File: src/rtl/bop_crash_sequencer_pkg.sv
// Shared types and defaults for the BOP crash-response sequencer.
package bop_crash_sequencer_pkg;

  typedef enum logic [1:0] {
    BOP_IDLE,
    BOP_ARMED,
    BOP_LOCKED
  } bop_seq_state_e;

  typedef struct packed {
    logic lib;
    logic varleak;
    logic dderef;
  } bop_cause_t;

  localparam int unsigned BOP_TIMEOUT_DEFAULT = 64;

endpackage

File: src/rtl/bop_crash_sequencer_sat_counter.sv
// Saturating up-counter; holds at all-ones, cleared only by reset.
module bop_sat_counter #(
  parameter int unsigned WIDTH = 8
) (
  input  logic             clk_i,
  input  logic             rst_i,
  input  logic             inc_i,
  output logic [WIDTH-1:0] count_o
);

  always_ff @(posedge clk_i or posedge rst_i) begin
    if (rst_i) begin
      count_o <= '0;
    end else if (inc_i && (count_o != '1)) begin
      count_o <= count_o + WIDTH'(1);
    end
  end

endmodule

File: src/rtl/bop_crash_sequencer.sv
// Violation-response controller: arms on BOP violations, forces the next jump
// target to zero (or raises a timeout), and locks until software clear.
module bop_crash_sequencer
  import bop_crash_sequencer_pkg::*;
#(
  parameter int unsigned TIMEOUT = BOP_TIMEOUT_DEFAULT,
  parameter int unsigned CNT_W   = 8
) (
  input  logic             clk_i,
  input  logic             rst_i,
  input  logic             en_crash_i,
  input  logic             debug_mode_i,
  input  logic             viol_dderef_i,
  input  logic             viol_varleak_i,
  input  logic             viol_lib_i,
  input  logic             branch_valid_i,
  input  logic             is_jump_i,
  input  logic             clear_i,
  output logic             force_zero_o,
  output logic             armed_o,
  output logic             locked_o,
  output logic             timeout_o,
  output logic [2:0]       cause_o,
  output logic [CNT_W-1:0] viol_cnt_o
);

  localparam int unsigned TW = $clog2(TIMEOUT);

  bop_seq_state_e state;
  bop_cause_t     cause;
  bop_cause_t     flags;
  logic [TW-1:0]  timer;
  logic           viol;
  logic           jump_now;
  logic           timer_done;

  assign flags      = '{lib: viol_lib_i, varleak: viol_varleak_i, dderef: viol_dderef_i};
  assign viol       = en_crash_i & ~debug_mode_i & (|flags);
  assign jump_now   = branch_valid_i & is_jump_i;
  assign timer_done = (timer == TW'(TIMEOUT - 1));
  assign cause_o    = cause;

  // clear_i deliberately absent: LOCKED keeps forcing in the clear cycle.
  always_comb begin
    force_zero_o = 1'b0;
    unique case (state)
      BOP_IDLE:   force_zero_o = viol & jump_now;
      BOP_ARMED:  force_zero_o = en_crash_i & ~debug_mode_i & jump_now;
      BOP_LOCKED: force_zero_o = branch_valid_i & ~debug_mode_i;
      default:    force_zero_o = 1'b0;
    endcase
  end

  assign timeout_o = (state == BOP_ARMED) & en_crash_i & ~debug_mode_i &
                     ~jump_now & timer_done;

  always_ff @(posedge clk_i or posedge rst_i) begin
    if (rst_i) begin
      state    <= BOP_IDLE;
      timer    <= '0;
      cause    <= '0;
      armed_o  <= 1'b0;
      locked_o <= 1'b0;
    end else begin
      unique case (state)
        BOP_IDLE: begin
          if (viol) begin
            cause    <= flags;
            timer    <= '0;
            state    <= jump_now ? BOP_LOCKED : BOP_ARMED;
            armed_o  <= ~jump_now;
            locked_o <= jump_now;
          end
        end
        BOP_ARMED: begin
          if (!en_crash_i) begin
            state   <= BOP_IDLE;
            cause   <= '0;
            armed_o <= 1'b0;
          end else if (!debug_mode_i) begin
            cause <= bop_cause_t'(cause | flags);
            if (jump_now || timer_done) begin
              state    <= BOP_LOCKED;
              armed_o  <= 1'b0;
              locked_o <= 1'b1;
            end else begin
              timer <= timer + TW'(1);
            end
          end
        end
        BOP_LOCKED: begin
          // A violation in the clear cycle is taken as if already back in IDLE.
          if (clear_i) begin
            if (viol) begin
              cause    <= flags;
              timer    <= '0;
              state    <= jump_now ? BOP_LOCKED : BOP_ARMED;
              armed_o  <= ~jump_now;
              locked_o <= jump_now;
            end else begin
              cause    <= '0;
              state    <= BOP_IDLE;
              locked_o <= 1'b0;
            end
          end else if (viol) begin
            cause <= bop_cause_t'(cause | flags);
          end
        end
        default: begin
          state    <= BOP_IDLE;
          cause    <= '0;
          armed_o  <= 1'b0;
          locked_o <= 1'b0;
        end
      endcase
    end
  end

  bop_sat_counter #(
    .WIDTH(CNT_W)
  ) u_viol_cnt (
    .clk_i  (clk_i),
    .rst_i  (rst_i),
    .inc_i  (viol),
    .count_o(viol_cnt_o)
  );

endmodule
File: config.mk
export PLATFORM = sky130hd
export DESIGN_NAME = bop_crash_sequencer
export DESIGN_NICKNAME = d
export VERILOG_FILES = /design/src/rtl/bop_crash_sequencer_pkg.sv /design/src/rtl/bop_crash_sequencer_sat_counter.sv /design/src/rtl/bop_crash_sequencer.sv
export SDC_FILE = /design/constraint.sdc
export NUM_CORES = 1
export LEC_CHECK = 0
export ABC_AREA = 0
export CAP_MARGIN = 20
export CORE_UTILIZATION = 44
export CTS_CLUSTER_DIAMETER = 80
export DETAILED_ROUTE_END_ITERATION = 10
export HOLD_SLACK_MARGIN = 0.03
export PLACE_DENSITY = 0.77
export SLEW_MARGIN = 20
export SYNTH_ARGS = -nofsm -noshare
export SYNTH_HDL_FRONTEND = slang
export SYNTH_SLANG_ARGS = --single-unit
export TNS_END_PERCENT = 100
File: constraint.sdc
create_clock -name clk_i -period 3.65 [get_ports clk_i]
set_input_delay 0.5475 -clock clk_i [delete_from_list [all_inputs] [get_ports clk_i]]
set_output_delay 0.5475 -clock clk_i [all_outputs]
set_load 0.05 [all_outputs]
# After elaboration in Yosys (flattened, before gate mapping)

Cells that the tools add are included.

Bits in registers: 21
Bits in latches: 0
RAM bits: 0
Bits in read-only memories: 0
Input port bits: 10
Output and inout bits: 15
Logic and storage cells: 81
Memories kept: 0

Add/subtract/negate cells: 2
Multipliers: 0
Divide/modulo/power cells: 0
$lt $le $gt $ge: 0
Equal/unequal tests: 13
Shift operators: 0
Multiplexer cells: 35
Bitwise operators: 13
Reductions and logical operators: 10

Operators by type and width:

| operator              | number |
|---|---|
| $mux W6               | 5 |
| $mux W3               | 6 |
| $pmux W6 S3           | 1 |
| $mux W2               | 7 |
| $mux W1               | 11 |
| $and A1 B1 Y1         | 10 |
| $reduce_and A5 Y1     | 2 |
| $pmux W1 S3           | 3 |
| $pmux W3 S3           | 1 |
| $add A8 B1 Y8 const B | 1 |
| $ne A2 B2 Y1 const B  | 4 |
| $ne A8 B8 Y1 const B  | 1 |
| $add A6 B1 Y6 const B | 1 |
| $eq A6 B6 Y1 const B  | 1 |
| $ne A3 B2 Y1 const B  | 2 |
| $pmux W2 S3           | 1 |
| $reduce_and A3 Y1     | 2 |
| $ne A2 B1 Y1 const B  | 2 |
| $reduce_and A4 Y1     | 1 |
| $ne A3 B3 Y1 const B  | 1 |
| $or A3 B3 Y3          | 1 |
| $reduce_bool A3 Y1    | 1 |
| $reduce_or A3 Y1      | 1 |
| $eq A2 B1 Y1 const B  | 1 |
| other kinds (5)       | 6 |

# Depth between registers and ports, before layout

Word-level depth: 6
Mapped depth: 6
Mapped depth without buffers: 5

# Modules after synthesis

A second synthesis with hierarchy kept.

Cells, all modules: 129
Area, all modules: 1,255.0 µm²

Modules (own cells, without submodules):

| module              | instances | cells an instance | area an instance (µm²) | seq. area each (µm²) |
|---|---|---|---|---|
| bop_crash_sequencer | 1         | 91                | 818.3                  | 325.3 |
| bop_sat_counter     | 1         | 38                | 436.7                  | 200.2 |

# Worst setup path before layout

No wires, ideal clock.

Kind: input -> output
From: input port debug_mode_i
To: output port timeout_o
Data arrival time: 1.560 ns
Data required time: 3.102 ns
Slack: 1.543 ns
Stages on the path: 4
Buffers on the path: 1
Cell sequence: nand2b_1 clkbuf_1 nor4_1 and2_1

Longest elaborated chain between the ends: 4

RTL lines:

| item                        | line                      | text |
|---|---|---|
| start: declaration          | bop_crash_sequencer.sv:12 | `input logic debug_mode_i,` |
| $not A1 Y1                  | bop_crash_sequencer.sv:54 | `assign timeout_o = (state == BOP_ARMED) & en_crash_i & ~debug_mode_i &` |
| $and A1 B1 Y1 (2 in series) | bop_crash_sequencer.sv:54 |  |
| $and A1 B1 Y1               | bop_crash_sequencer.sv:55 | `~jump_now & timer_done;` |
| end: declaration            | bop_crash_sequencer.sv:22 | `output logic timeout_o,` |

Every way passes these cells.

# Worst setup path after layout

From: input port en_crash_i
To: output port force_zero_o

Longest elaborated chain between the ends: 4
Elaborated cells on any way between the ends: 5
Classes of those cells: 1 x mux; 4 x bitwise

RTL lines:

| item               | line                                                 | text |
|---|---|---|
| start: declaration | bop_crash_sequencer.sv:11                            | `input logic en_crash_i,` |
| $and A1 B1 Y1 *    | bop_crash_sequencer.sv:38, bop_crash_sequencer.sv:48 |  |
| $and A1 B1 Y1      | bop_crash_sequencer.sv:38                            | `assign viol = en_crash_i & ~debug_mode_i & (\|flags);` |
| $and A1 B1 Y1      | bop_crash_sequencer.sv:47                            | `BOP_IDLE: force_zero_o = viol & jump_now;` |
| $pmux W1 S3 *      | bop_crash_sequencer.sv:46                            | `unique case (state)` |
| end: declaration   | bop_crash_sequencer.sv:19                            | `output logic force_zero_o,` |

Mark *: on every way between the ends. The rest lies on a longest branch, timed or not.

==> results_tabular.tex <==
\begin{tabular}{lr}
\hline
Metric & Value \\
\hline
\multicolumn{2}{l}{\textbf{Timing}} \\
Worst setup margin & 0.492 ns \\
Least-Margin Pin Slew & 0.826 ns \\
Unrepaired setup endpoints after global routing & no \\
Worst slew margin relative to its limit & 0.448 \\
Fin crit share & 0.865 \\
Achievable frequency & 317 MHz \\
Fin. Hold Viols & 0 \\
Final Critical Period & 3.16 ns \\
Maximum clock skew at final layout & 0.00141 ns \\
Total negative setup slack & 0 ns \\
Final setup violation count & 0 \\
Final Slew Violations & 0 \\
\multicolumn{2}{l}{\textbf{Yosys}} \\
Portion of synthesized cell area occupied by the leading cell type & 0.434 \\
Number of flip-flops and latches in the synthesized netlist & 21 \\
Netlist cell types & 45 \\
Share of flip-flops with an asynchronous set or reset & 1.00 \\
Post-synthesis xor/xnor area fraction & 0.0506 \\
Ranking of synthesized cells by instance count & sky130\_fd\_sc\_hd\_\_dfrtp\_1, sky130\_fd\_sc\_hd\_\_nand2\_1, sky130\_fd\_sc\_hd\_\_inv\_1, sky130\_fd\_sc\_hd\_\_nor3\_1 \\
Largest area contributor in the netlist & sky130\_fd\_sc\_hd\_\_dfrtp\_1 \\
Share of the synthesized area in compound gates (AO/OA/AOI/OAI) & 0.241 \\
Synth Instances & 121 \\
Total of warnings raised by yosys & 0 \\
Proportion of synthesized chip area in sequential cells & 0.434 \\
Share of synthesized area spent on multiplexers & 0.00930 \\
Post-synthesis area per instance & 10.0 µm² \\
Leading register cell type out of synthesis & sky130\_fd\_sc\_hd\_\_dfrtp\_1 \\
Combined area of all synthesized cells & 1210 µm² \\
EDFF count, synth & 0 \\
Syn Nets & 133 \\
Adder-cell share of the synthesized area & 0.0207 \\
Dominant cell by count in the synthesized netlist & sky130\_fd\_sc\_hd\_\_dfrtp\_1 \\
Synth area leaders & sky130\_fd\_sc\_hd\_\_dfrtp\_1, sky130\_fd\_sc\_hd\_\_o211ai\_4, sky130\_fd\_sc\_hd\_\_nand2\_1, sky130\_fd\_sc\_hd\_\_a22o\_1, sky130\_fd\_sc\_hd\_\_xnor2\_1 \\
Share of synthesized cell area in and, or, nand and nor gates & 0.211 \\
Dominant combinational cell family by area after synthesis & compound AO/OA/AOI/OAI gates \\
\multicolumn{2}{l}{\textbf{Final layout}} \\
Number of fill cells & 228 \\
Fraction of layout instances using a drive strength above 1 & 0.0748 \\
Final layout net count & 160 \\
Signed area change from the synthesized netlist to the final layout & 24.3\% \\
Ant diodes & 0 \\
\multicolumn{2}{l}{\textbf{Status}} \\
Run status & completed \\
\multicolumn{2}{l}{\textbf{CTS}} \\
Total setup buffers inserted after CTS & 0 \\
Clk buf depth & 2 \\
CTS H-tree lvls & 1 \\
Post-CTS Hold Fix Bufs & 0 \\
Clock-pin slew of the registers on the worst-case setup and hold paths & 0.12 ns \\
CTS tree & yes \\
Resize count post-CTS & 0 \\
Cell chosen for the clock root & sky130\_fd\_sc\_hd\_\_clkbuf\_4 \\
CTS buffer count & 3 \\
Total clock sinks & 21 \\
Clock latency on the worst-skew pair & 0.30 ns \\
\multicolumn{2}{l}{\textbf{Detailed routing}} \\
Pre-Repair DR Iteration Count & 4 \\
DR WL met2 & 1200 µm \\
Total number of vias & 1054 \\
DRC violation total after the first TritonRoute iteration & 21 \\
Top layer reached by signal wires & met4 \\
DR WL met3 & 127 µm \\
Post-route DRC violation count & 0 \\
Final antenna-violating net count & 0 \\
Wire length per cell & 14.5 µm \\
Detailed-route wire length on metal 1 & 1220 µm \\
Wire length reported by the detailed router & 2570 µm \\
Vias/cell & 5.95 \\
\multicolumn{2}{l}{\textbf{Pwr}} \\
Leakage dissipation & 0.000643 µW \\
Internal & 490 µW \\
Worst-case vdd ir drop & 0.466 mV \\
Switching portion of total power & 0.453 \\
Logic pwr share & 0.463 \\
Share of total power in sequential cells & 0.409 \\
Pwr per Cell Area & 595 nW/µm² \\
Proportion of power drawn by the clock network & 0.127 \\
Power dissipated by switching net loads & 406 µW \\
\multicolumn{2}{l}{\textbf{Setup path}} \\
Worst Path Max Fanout & 8 \\
Signal arrival time at the worst endpoint & 2.61 ns \\
Critical Path Source Type & input pin \\
Data required time of the critical path & 3.10 ns \\
Class of the most critical setup path & input pin to output port \\
Type of destination of the critical path & output port \\
\multicolumn{2}{l}{\textbf{Floorplan}} \\
Die Y-Extent & 54.5 µm \\
Initial cell density of the core & 0.476 \\
Area of the core & 2540 µm² \\
I/O pin cnt & 25 \\
Die ar. & 2970 µm² \\
Number of rows created at floorplan & 18 \\
Die Width & 54.5 µm \\
\multicolumn{2}{l}{\textbf{Placed design}} \\
Count of input and output buffers & 24 \\
Worst Setup Slack post-DPL & 0.503 ns \\
Estimated wirelength of the detail-placed design & 1900 µm \\
Final weighted congestion in routability-driven placement & 0.855 \\
\multicolumn{2}{l}{\textbf{GRT}} \\
Via count of the first global-routing pass & 1021 \\
Total congestion overflow after global routing & 0 \\
Number of antenna violations at the first check in global routing & 0 \\
GR Util All Layers & 0.204 \\
Largest net degree at the start of global routing & 22 \\
Global-route wire length before repair & 4420 µm \\
\multicolumn{2}{l}{\textbf{Flow run}} \\
Max Cap Violations & 0 \\
\multicolumn{2}{l}{\textbf{Worst hold path}} \\
Hold Crit Class & register to register \\
\hline
\end{tabular}
## layout make-up
cell class,instances,area [µm²],share of cell area
multi-input combinational,91,644,0.428
timing repair buffer,25,248,0.165
sequential,21,526,0.349
inverter,6,22.5,0.0150
clock inverter,1,5.00,0.00333
tap,30,37.5,0.0249
clock buffer,3,22.5,0.0150
## metal layers
metal | global-route usage | vias up
met5 | 0 | -
li1 | - | 515
met3 | 0.0250 | 2
met2 | 0.327 | 31
met1 | 0.284 | 506
met4 | 0.0598 | 0
## worst max-delay path, cell delays in order
cell and delay, ns:
sky130_fd_sc_hd__clkdlybuf4s50_1 0.55, sky130_fd_sc_hd__nand2b_1 0.20, sky130_fd_sc_hd__a21oi_1 0.22, sky130_fd_sc_hd__and3_1 0.18, sky130_fd_sc_hd__o21a_1 0.11, sky130_fd_sc_hd__clkdlybuf4s50_1 0.79
## worst paths after layout
check                      slack [ns]        from  depth (start not counted)                    end
min reg2reg                      0.50    locked_o                          1               locked_o
max reg2reg                      1.90    state[0]                          4               timer[5]
max in group asynchronous        2.45       rst_i                          2  u_viol_cnt.count_o[6]
min                              0.50    locked_o                          1               locked_o
min in group asynchronous        0.69       rst_i                          2  u_viol_cnt.count_o[3]
max                              0.49  en_crash_i                          6           force_zero_o
## stage by stage
step | total power (µW) | hold slack [ns] | utilization | std cells | cell area, µm²
global placement | 777 | 0.469 | 0.581 | 173 | 1480
CTS | 902 | 0.499 | 0.591 | 177 | 1510
floorplan | 650 | 0.481 | - | 121 | 1210
global route | 954 | 0.537 | 0.591 | 177 | 1510
detailed placement | 787 | 0.470 | 0.581 | 173 | 1480
finish | 896 | 0.498 | 0.591 | 177 | 1510
## layout by cell type (no fill, tap or decap), drive strengths merged, types with 3 or more instances in the layout
master / count
nand3: 4
clkbuf: 3
inv: 6
dfrtp: 21
clkdlybuf4s50: 24
o21ai: 3
nor4: 4
nand2b: 3
o211ai: 6
a21oi: 4
xor2: 3
nand4: 4
and2: 3
xnor2: 4
a22o: 4
nand2: 10
nor2: 4
nor3: 5
## kinds of logic (layout without fill, tap and decap cells)
| logic type | count (synthesis) | count (layout) |
|---|---|---|
| xor+xnor | 7 | 7 |
| buf+inv | 9 | 35 |
| flops | 21 | 21 |
| mux | 1 | 1 |
| compound gates | 35 | 35 |
| fa+ha+maj | 2 | 2 |
| simple gates | 46 | 46 |
## sequential cells by signal, summed over array words and instances (netlist names)
register,cells
timer,6
u_viol_cnt.count_o,8
armed_o,1
locked_o,1
state,2
cause_o,3
## power by group through the flow
stage / registers (µW) / clock network [µW] / logic (µW)
finish: 367 / 114 / 415
global route: 381 / 126 / 447
CTS: 366 / 118 / 418
detailed placement: 370 / 0 / 417
global placement: 367 / 0 / 411
floorplan: 507 / 0 / 143
No activity file was read; power rests on OpenSTA's default activity.
